File: src/rtl/dmem_pkg.sv
// Shared MMIO map, status-word field positions and region decode type
// for the data-side responder.
package dmem_pkg;

  localparam logic [31:0] LOG_ADR_DEF    = 32'hFFFF_FF00;
  localparam logic [31:0] TOHOST_ADR_DEF = 32'hFFFF_FF04;
  localparam logic [31:0] STAT_ADR_DEF   = 32'hFFFF_FF08;
  localparam logic [31:0] WATCH_ADR_DEF  = 32'd132;
  localparam logic [31:0] WATCH_DATA_DEF = 32'hABCDE02E;

  localparam int STAT_OVF_BIT   = 15;
  localparam int STAT_DONE_BIT  = 14;
  localparam int STAT_PASS_BIT  = 13;
  localparam int STAT_WATCH_BIT = 12;
  localparam int STAT_CNT_LSB   = 4;

  typedef enum logic [2:0] {
    REG_RAM,
    REG_LOG,
    REG_TOHOST,
    REG_STAT,
    REG_NONE
  } region_e;

endpackage

File: src/rtl/dmem_responder_log_fifo.sv
// Circular log FIFO with synchronous push/pop and occupancy count.
// A push while full is accepted only when a pop happens in the same cycle.
module log_fifo #(
  parameter int DEPTH = 4,
  parameter int W     = 32,
  localparam int PW   = $clog2(DEPTH),
  localparam int CW   = $clog2(DEPTH) + 1
) (
  input  logic          clk,
  input  logic          reset,
  input  logic          i_push,
  input  logic          i_pop,
  input  logic [W-1:0]  i_data,
  output logic [W-1:0]  o_data,
  output logic          o_full,
  output logic          o_empty,
  output logic [CW-1:0] o_count
);

  logic [W-1:0]  r_mem [DEPTH];
  logic [PW-1:0] r_wr_ptr;
  logic [PW-1:0] r_rd_ptr;
  logic [CW-1:0] r_count;
  logic          w_do_push;
  logic          w_do_pop;

  assign o_full    = (r_count == CW'(DEPTH));
  assign o_empty   = (r_count == '0);
  assign o_count   = r_count;
  assign o_data    = r_mem[r_rd_ptr];
  assign w_do_pop  = i_pop & ~o_empty;
  assign w_do_push = i_push & (~o_full | w_do_pop);

  always_ff @(posedge clk) begin
    if (w_do_push) r_mem[r_wr_ptr] <= i_data;
  end

  // Pointer widths equal log2(DEPTH), so wrap is the natural rollover.
  always_ff @(posedge clk or posedge reset) begin
    if (reset) begin
      r_wr_ptr <= '0;
      r_rd_ptr <= '0;
      r_count  <= '0;
    end else begin
      if (w_do_push) r_wr_ptr <= r_wr_ptr + PW'(1);
      if (w_do_pop)  r_rd_ptr <= r_rd_ptr + PW'(1);
      case ({w_do_push, w_do_pop})
        2'b10:   r_count <= r_count + CW'(1);
        2'b01:   r_count <= r_count - CW'(1);
        default: r_count <= r_count;
      endcase
    end
  end

endmodule

File: src/rtl/dmem_responder.sv
// Store-port responder: word RAM plus MMIO log FIFO, tohost status,
// store watchpoint and a free-running store counter.
module dmem_responder
  import dmem_pkg::*;
#(
  parameter int          RAM_WORDS  = 64,
  parameter int          LOG_DEPTH  = 4,
  parameter logic [31:0] LOG_ADR    = LOG_ADR_DEF,
  parameter logic [31:0] TOHOST_ADR = TOHOST_ADR_DEF,
  parameter logic [31:0] STAT_ADR   = STAT_ADR_DEF,
  parameter logic [31:0] WATCH_ADR  = WATCH_ADR_DEF,
  parameter logic [31:0] WATCH_DATA = WATCH_DATA_DEF
) (
  input  logic        clk,
  input  logic        reset,
  input  logic        MemWrite,
  input  logic [31:0] DataAdr,
  input  logic [31:0] WriteData,
  output logic [31:0] ReadData,
  output logic [31:0] log_data,
  output logic        log_valid,
  input  logic        log_ready,
  output logic        done,
  output logic        pass,
  output logic [30:0] fail_code,
  output logic        watch_hit,
  output logic [31:0] store_cnt
);

  localparam int AW = $clog2(RAM_WORDS);
  localparam int CW = $clog2(LOG_DEPTH) + 1;

  logic [31:0]   r_ram [RAM_WORDS];
  logic          r_overflow;
  logic          r_done;
  logic          r_pass;
  logic [30:0]   r_fail_code;
  logic          r_watch_hit;
  logic [31:0]   r_store_cnt;

  region_e       w_region;
  logic [AW-1:0] w_ram_idx;
  logic          w_push;
  logic          w_pop;
  logic          w_full;
  logic          w_empty;
  logic [CW-1:0] w_count;
  logic [31:0]   w_stat;

  assign w_ram_idx = DataAdr[AW+1:2];

  always_comb begin
    w_region = REG_NONE;
    if (DataAdr < 32'(RAM_WORDS * 4)) w_region = REG_RAM;
    else if (DataAdr == LOG_ADR)      w_region = REG_LOG;
    else if (DataAdr == TOHOST_ADR)   w_region = REG_TOHOST;
    else if (DataAdr == STAT_ADR)     w_region = REG_STAT;
  end

  assign w_push = MemWrite & (w_region == REG_LOG);
  assign w_pop  = log_valid & log_ready;

  log_fifo #(.DEPTH(LOG_DEPTH), .W(32)) u_log_fifo (
    .clk     (clk),
    .reset   (reset),
    .i_push  (w_push),
    .i_pop   (w_pop),
    .i_data  (WriteData),
    .o_data  (log_data),
    .o_full  (w_full),
    .o_empty (w_empty),
    .o_count (w_count)
  );

  assign log_valid = ~w_empty;

  always_comb begin
    w_stat                 = '0;
    w_stat[STAT_OVF_BIT]   = r_overflow;
    w_stat[STAT_DONE_BIT]  = r_done;
    w_stat[STAT_PASS_BIT]  = r_pass;
    w_stat[STAT_WATCH_BIT] = r_watch_hit;
    w_stat[STAT_CNT_LSB +: 8] = 8'(w_count);
  end

  always_comb begin
    ReadData = '0;
    case (w_region)
      REG_RAM:  ReadData = r_ram[w_ram_idx];
      REG_STAT: ReadData = w_stat;
      default:  ReadData = '0;
    endcase
  end

  always_ff @(posedge clk) begin
    if (MemWrite && w_region == REG_RAM) r_ram[w_ram_idx] <= WriteData;
  end

  // Only the first nonzero tohost value is latched; zero writes are no-ops.
  always_ff @(posedge clk or posedge reset) begin
    if (reset) begin
      r_overflow  <= 1'b0;
      r_done      <= 1'b0;
      r_pass      <= 1'b0;
      r_fail_code <= '0;
      r_watch_hit <= 1'b0;
      r_store_cnt <= '0;
    end else if (MemWrite) begin
      r_store_cnt <= r_store_cnt + 32'd1;
      if (w_push && w_full && !w_pop) r_overflow <= 1'b1;
      if (DataAdr == WATCH_ADR && WriteData == WATCH_DATA) r_watch_hit <= 1'b1;
      if (w_region == REG_TOHOST && !r_done && WriteData != 32'd0) begin
        r_done      <= 1'b1;
        r_pass      <= (WriteData == 32'd1);
        r_fail_code <= (WriteData == 32'd1) ? 31'd0 : WriteData[31:1];
      end
    end
  end

  assign done      = r_done;
  assign pass      = r_pass;
  assign fail_code = r_fail_code;
  assign watch_hit = r_watch_hit;
  assign store_cnt = r_store_cnt;

endmodule

File: config.mk
export PLATFORM = sky130hd
export DESIGN_NAME = dmem_responder
export DESIGN_NICKNAME = d
export VERILOG_FILES = /design/src/rtl/dmem_pkg.sv /design/src/rtl/dmem_responder_log_fifo.sv /design/src/rtl/dmem_responder.sv
export SDC_FILE = /design/constraint.sdc
export NUM_CORES = 2
export LEC_CHECK = 0
export ABC_AREA = 1
export ABC_CLOCK_PERIOD_IN_PS = 3000
export CAP_MARGIN = 20
export CORE_UTILIZATION = 45
export DETAILED_ROUTE_END_ITERATION = 8
export SLEW_MARGIN = 20
export SYNTH_ARGS = -nofsm -noshare
export SYNTH_HDL_FRONTEND = slang
export SYNTH_SLANG_ARGS = --single-unit
File: constraint.sdc
create_clock -name clk -period 3 [get_ports clk]
set_input_delay 0.6 -clock clk [delete_from_list [all_inputs] [get_ports clk]]
set_output_delay 0.6 -clock clk [all_outputs]
set_load 0.1 [all_outputs]
Word-level counts from Yosys, hierarchy flattened. Memories as Yosys holds them, arrays and structs flattened. Cells that the tools add are included.

Bitwise logic cells: 7. Magnitude comparators: 1. Reductions and logical operators: 15. Add/sub/neg operators: 5. Muxes and demuxes: 11. Eq/ne operators: 12.

Operators with widths (count): == test 32 bit, second input constant (4); one-hot mux 32 bit (2 select lines) (1); adder 32 x 1 -> 32 bit, second input constant (1); == test 32 x 1 -> 1 bit, second input constant (1); == test 32 x 8 -> 1 bit, second input constant (1); less-than comparator 32 x 9 -> 1 bit, second input constant (1); nonzero test 32 bit (1); two-way mux 31 bit (1); two-way mux 3 bit (4); == test 3 x 2 -> 1 bit, second input constant (2); logical AND 1 bit (6); zero test 3 bit (2); one-hot mux 3 bit (2 select lines) (1); AND reduction 2 bit (3); adder 2 x 1 -> 2 bit, second input constant (2); bitwise AND 1 bit (4); two-way mux 1 bit (4); adder 3 x 1 -> 3 bit, second input constant (1); == test 3 x 1 -> 1 bit, second input constant (1); == test 3 bit, second input constant (1); subtractor 3 x 1 -> 3 bit, second input constant (1); == test 2 x 1 -> 1 bit, second input constant (1); == test 2 bit, second input constant (1); zero test 1 bit (2); 3 further kinds (4).

Word-level logic and storage cells: 62. Bits of input ports: 68. Output and inout bits: 131. Register bits after elaboration: 74. RAM bits: 2176. Memories: 2.

Memory list: r_ram (words 64, bits a word 32, rd ports 1, clocked after memory_dff 0, wr ports 1, line dmem_responder.sv:33) `logic [31:0] r_ram [RAM_WORDS];`; u_log_fifo.r_mem (words 4, bits a word 32, rd ports 1, clocked after memory_dff 0, wr ports 1, line dmem_responder_log_fifo.sv:20) `logic [W-1:0] r_mem [DEPTH];`.

Longest topological paths before layout.
Depth in word-level cells: 10. Mapped depth: 16. Depth with buffers taken out: 13.

Cells and area by module. From an unflattened synthesis, not the netlist that was laid out.

Cell total of the unflattened synthesis: 7746. Area total of the unflattened synthesis: 91363.9 um^2.

By module, submodules not included: dmem_responder (area each 86175.1 um^2, sequential area each 63175.6 um^2, cells each 7380, instances 1); log_fifo (area each 5188.7 um^2, sequential area each 4018.9 um^2, cells each 366, instances 1).

Worst setup path before layout. No wires, ideal clock.

Path kind: input-to-reg. Start: input DataAdr[2]. End: memory r_ram[1][0], enable pin. Path buffers: 4. Data required time: 2498 ps. Path slack: -1897 ps. Stages on the path: 6. Data arrival time: 4396 ps. Path through: buf_6 > inv_4 > buf_6 > buf_4 > buf_2 > nor4_1.

Word-level cells in the longest chain between the ends: 9. Elaborated cells between the ends (all ways): 12. Those cells by class: order compare (1); eq/ne (3); mux (6); reduce/logical (2).

RTL lines: from (decl) (line dmem_responder.sv:17) `input logic [31:0] DataAdr,`; parallel branches: the longest is 9 deep, another holds less-than comparator 32 x 9 -> 1 bit; to (decl) (line dmem_responder.sv:33).

Several ways; the timed one is not identified.

Worst setup path after layout.
Start: input DataAdr[2]. End: output ReadData[26].

Word-level cells in the longest chain between the ends: 7. Elaborated cells between the ends (all ways): 12. Those cells by class: order compare (1); eq/ne (4); mux (5); reduce/logical (1); memory (1).

RTL lines: parallel branches: the longest is 6 deep, another holds less-than comparator 32 x 9 -> 1 bit; one-hot mux 32 bit (2 select lines) * (line dmem_responder.sv:88) `case (w_region)`; to (decl) (line dmem_responder.sv:19) `output logic [31:0] ReadData,`.

Mark *: on every way between the ends.

==> results.txt <==
Mapped Area: 91300 µm²
Clock transition at the registers of the reported paths: 60 ps
Top cells by area, synth: edfxtp_1 (72%), nand2_1 (9.2%), nand3_1 (5.1%), nor2_1 (2.9%), inv_1 (2.0%)
Min cycle time layout: 3340 ps
P_int: 54200 µW
Setup ws final: -344 ps
Syn Inst Count: 7767
Pin count of the biggest net entering global routing: 71
Mapped Nets: 7842
Sequential fraction of the synthesis area: 0.736
Clk pwr share: 0.378
Status: finished with violations
First-pass GRT wire length: 431 mm
Max-Cap Viols: 0
DP Cell Count: 10900
Number of flops mapped to enable cells by yosys: 2176
Comb power frac: 0.153
Core Box Area: 201000 µm²
Die Height: 452 µm
GP Congestion: 0.915
CP arrival: 2740 ps
Final net count: 8627
Vias in the first global route: 60600
Num Clock Sinks: 2250
Distinct cells, synth: 43
# fillers: 16100
Bufs on Longest Clock Path: 3
Initial core utilization: 0.455
CTS Hold Buffers Added: 0
Critical path startpoint category: input pin
Iter 0 DRT Violations: 8188
Global route overflow: 0
Top_reg_cell synth: edfxtp_1
CP required: 2400 ps
Share of cells above drive strength 1: 0.198
Vias per cell: 5.61
P_sw: 19800 µW
Clock Skews: 18.1 ps
Setup CP Type: input pin to primary output
CTS H-Tree Depth: 4
Pwr dens: 646 nW/µm²
Syn Area/Cell: 11.8 µm²
Most common cell in the synthesized netlist: nand2_1
Peak supply drop: 0.798 mV
Syn-to-layout area delta: 25.5%
Reg power frac: 0.468
Post-Route WL: 306 mm
Pre-CTS setup slack: -609 ps
Min-delay worst type: input pin to asynchronous set/reset pin
Final setup fails: 33
Yosys top cell by area: edfxtp_1
WL/cell: 26.8 µm
Die Width: 452 µm
Total number of vias: 63900
CP endpoint kind: primary output
Num CTS Buffers: 227
Max FO, Critical Path: 8
Leak: 0.0432 µW
Worst slew pin tran: 1150 ps
Hold_ws: 120 ps
Ys async rst share: 0.0329
Max_slew headroom: 0.232
Synth cell count leaders: nand2_1 (2226), edfxtp_1 (2176), nand3_1 (939)
Initial DRT Pass Iterations: 7
Die area: 205000 µm²
Yosys warns: 0
Max Slew Vio Count: 0
Clock latency on the worst-skew pair: 870 ps
Switching power share of the total: 0.268
Port bufs: 198
Total Routing Usage GR: 0.292
Final period util: 1.11
Yosys reg bits: 2250
Initial antenna violation count: 17
F_max: 299 MHz
Number of remaining DRC errors: 0
I/O Pins: 199
RSZ-0062 raised after global routing: yes
Root buffer cell: clkbuf_16
Fin. Hold Viols: 0
Row Count: 164
Final HPWL DP: 184 mm
Post-route ant nets: 0
Worst R2R Path Depth: 11
CTS tree: done
Final Non-Filler Cells: 11400
Failing checks: negative setup slack
Post-synth top area share: 0.716
-- repair_timing --
item                       in CTS  in global routing
setup endpoints to repair      64                 64
buffers inserted               35                 53
gates cloned                   23                 23
resized for setup             379                264
pin swaps                      66                 76
-- cells in the final DEF, fill, tap and decap left out, types with 11 or more instances in the layout --
cell / Yosys / layout
nand3_4: 0 / 11
or2_2: 23 / 20
buf_2: 207 / 24
nor2_1: 708 / 599
xor2_1: 24 / 24
bufinv_16: 0 / 19
clkbuf_16: 0 / 253
nand2_2: 1 / 123
edfxtp_1: 2176 / 2176
nor2_2: 2 / 13
clkbuf_1: 111 / 55
inv_1: 497 / 467
buf_6: 14 / 66
buf_16: 0 / 33
nor2_4: 1 / 99
a21oi_1: 38 / 37
o21ai_0: 318 / 245
clkdlybuf4s50_1: 0 / 26
buf_8: 0 / 18
clkinv_2: 0 / 34
buf_12: 0 / 284
inv_2: 1 / 25
dfrtp_1: 74 / 72
o211ai_1: 123 / 123
buf_4: 51 / 492
o221ai_1: 12 / 12
o21ai_1: 69 / 132
nand2_4: 2 / 24
nand4_1: 24 / 24
nand3_2: 0 / 89
nand3_1: 939 / 839
nand2_1: 2226 / 2081
clkinv_1: 1 / 64
o22ai_2: 0 / 27
-- path summary, 6_finish.rpt --
path | startpoint | to | slack (ps)
max | DataAdr[2] | ReadData[26] | -340
max reg2reg | u_log_fifo.o_count[0] | u_log_fifo.o_count[2] | 650
min | reset | store_cnt[26] | 120
max in group asynchronous | reset | u_log_fifo.r_rd_ptr[0] | 2200
min reg2reg | r_overflow | r_overflow | 470
min in group clk | WriteData[2] | fail_code[1] | 120
-- state kept, by name (all words and copies together), names as in the netlist, 2 cells and up --
name                 count
u_log_fifo.r_rd_ptr      2
fail_code               31
store_cnt               32
u_log_fifo.o_count       3
u_log_fifo.r_mem       128
u_log_fifo.r_wr_ptr      2
r_ram                 2048
-- routing by layer --
layer,vias up,global-route usage,routed length [µm]
li1,28400,-,-
met4,6,0.114,12400
met5,-,0,34
met1,31900,0.403,122000
met3,482,0.0456,28100
met2,3147,0.465,144000
-- worst max-delay path, stage by stage --
cell and delay [ps]:
buf_16 160, nor2_8 100, buf_4 160, buf_12 150, buf_4 170, nand2_1 70, o211ai_1 140, nand2_1 130
nand3_1 100, buf_4 170, nand2_1 80, nand3_2 80, buf_6 140, nor2_4 200, buf_12 210
-- cell type report --
class | count | area [µm²] | share of cell area
antenna | 4 | 10.0 | 0.0000873
clock buffer | 291 | 6090 | 0.0531
clock inverter | 132 | 1170 | 0.0103
inverter | 501 | 1940 | 0.0169
multi-input combinational | 4598 | 22400 | 0.195
sequential | 2250 | 67200 | 0.586
tap | 2656 | 3320 | 0.0290
timing repair buffer | 974 | 12500 | 0.109
-- stage by stage --
stage                      util  cell area, µm²  TNS, ps  power, µW
after CTS                 0.562          113000   -10220      73300
final                     0.571          115000    -7840      74000
after detailed placement  0.514          103000  -951600      45100
after floorplan               -           91600  -860240      40600
after global routing      0.571          115000    -9680      75800
after global placement    0.514          103000  -906410      45000
-- power by group through the flow --
stage                     sequential (µW)  combinational (µW)  clock [µW]
after CTS                           34700               10400       28200
after floorplan                     35600                4970           0
after global routing                34700               11800       29400
after detailed placement            35400                9730           0
final                               34700               11300       28000
after global placement              35300                9650           0
-- logic make-up (layout without fill, tap and decap cells) --
| family | Yosys count | count (layout) | share of synthesized area |
|---|---|---|---|
| XOR/XNOR | 33 | 33 | 0.00317 |
| flip-flops | 2250 | 2250 | 0.736 |
| buffers and inverters | 920 | 1898 | 0.0440 |
| AO/OA/AOI/OAI | 601 | 601 | 0.0375 |
| other | 0 | 4 | 0 |
| multiplexers | 1 | 1 | 0.000123 |
| AND/OR/NAND/NOR | 3955 | 3956 | 0.178 |
| adder cells (fa/ha/maj) | 7 | 7 | 0.00104 |
Note: power is estimated with default switching activity, not from simulation.
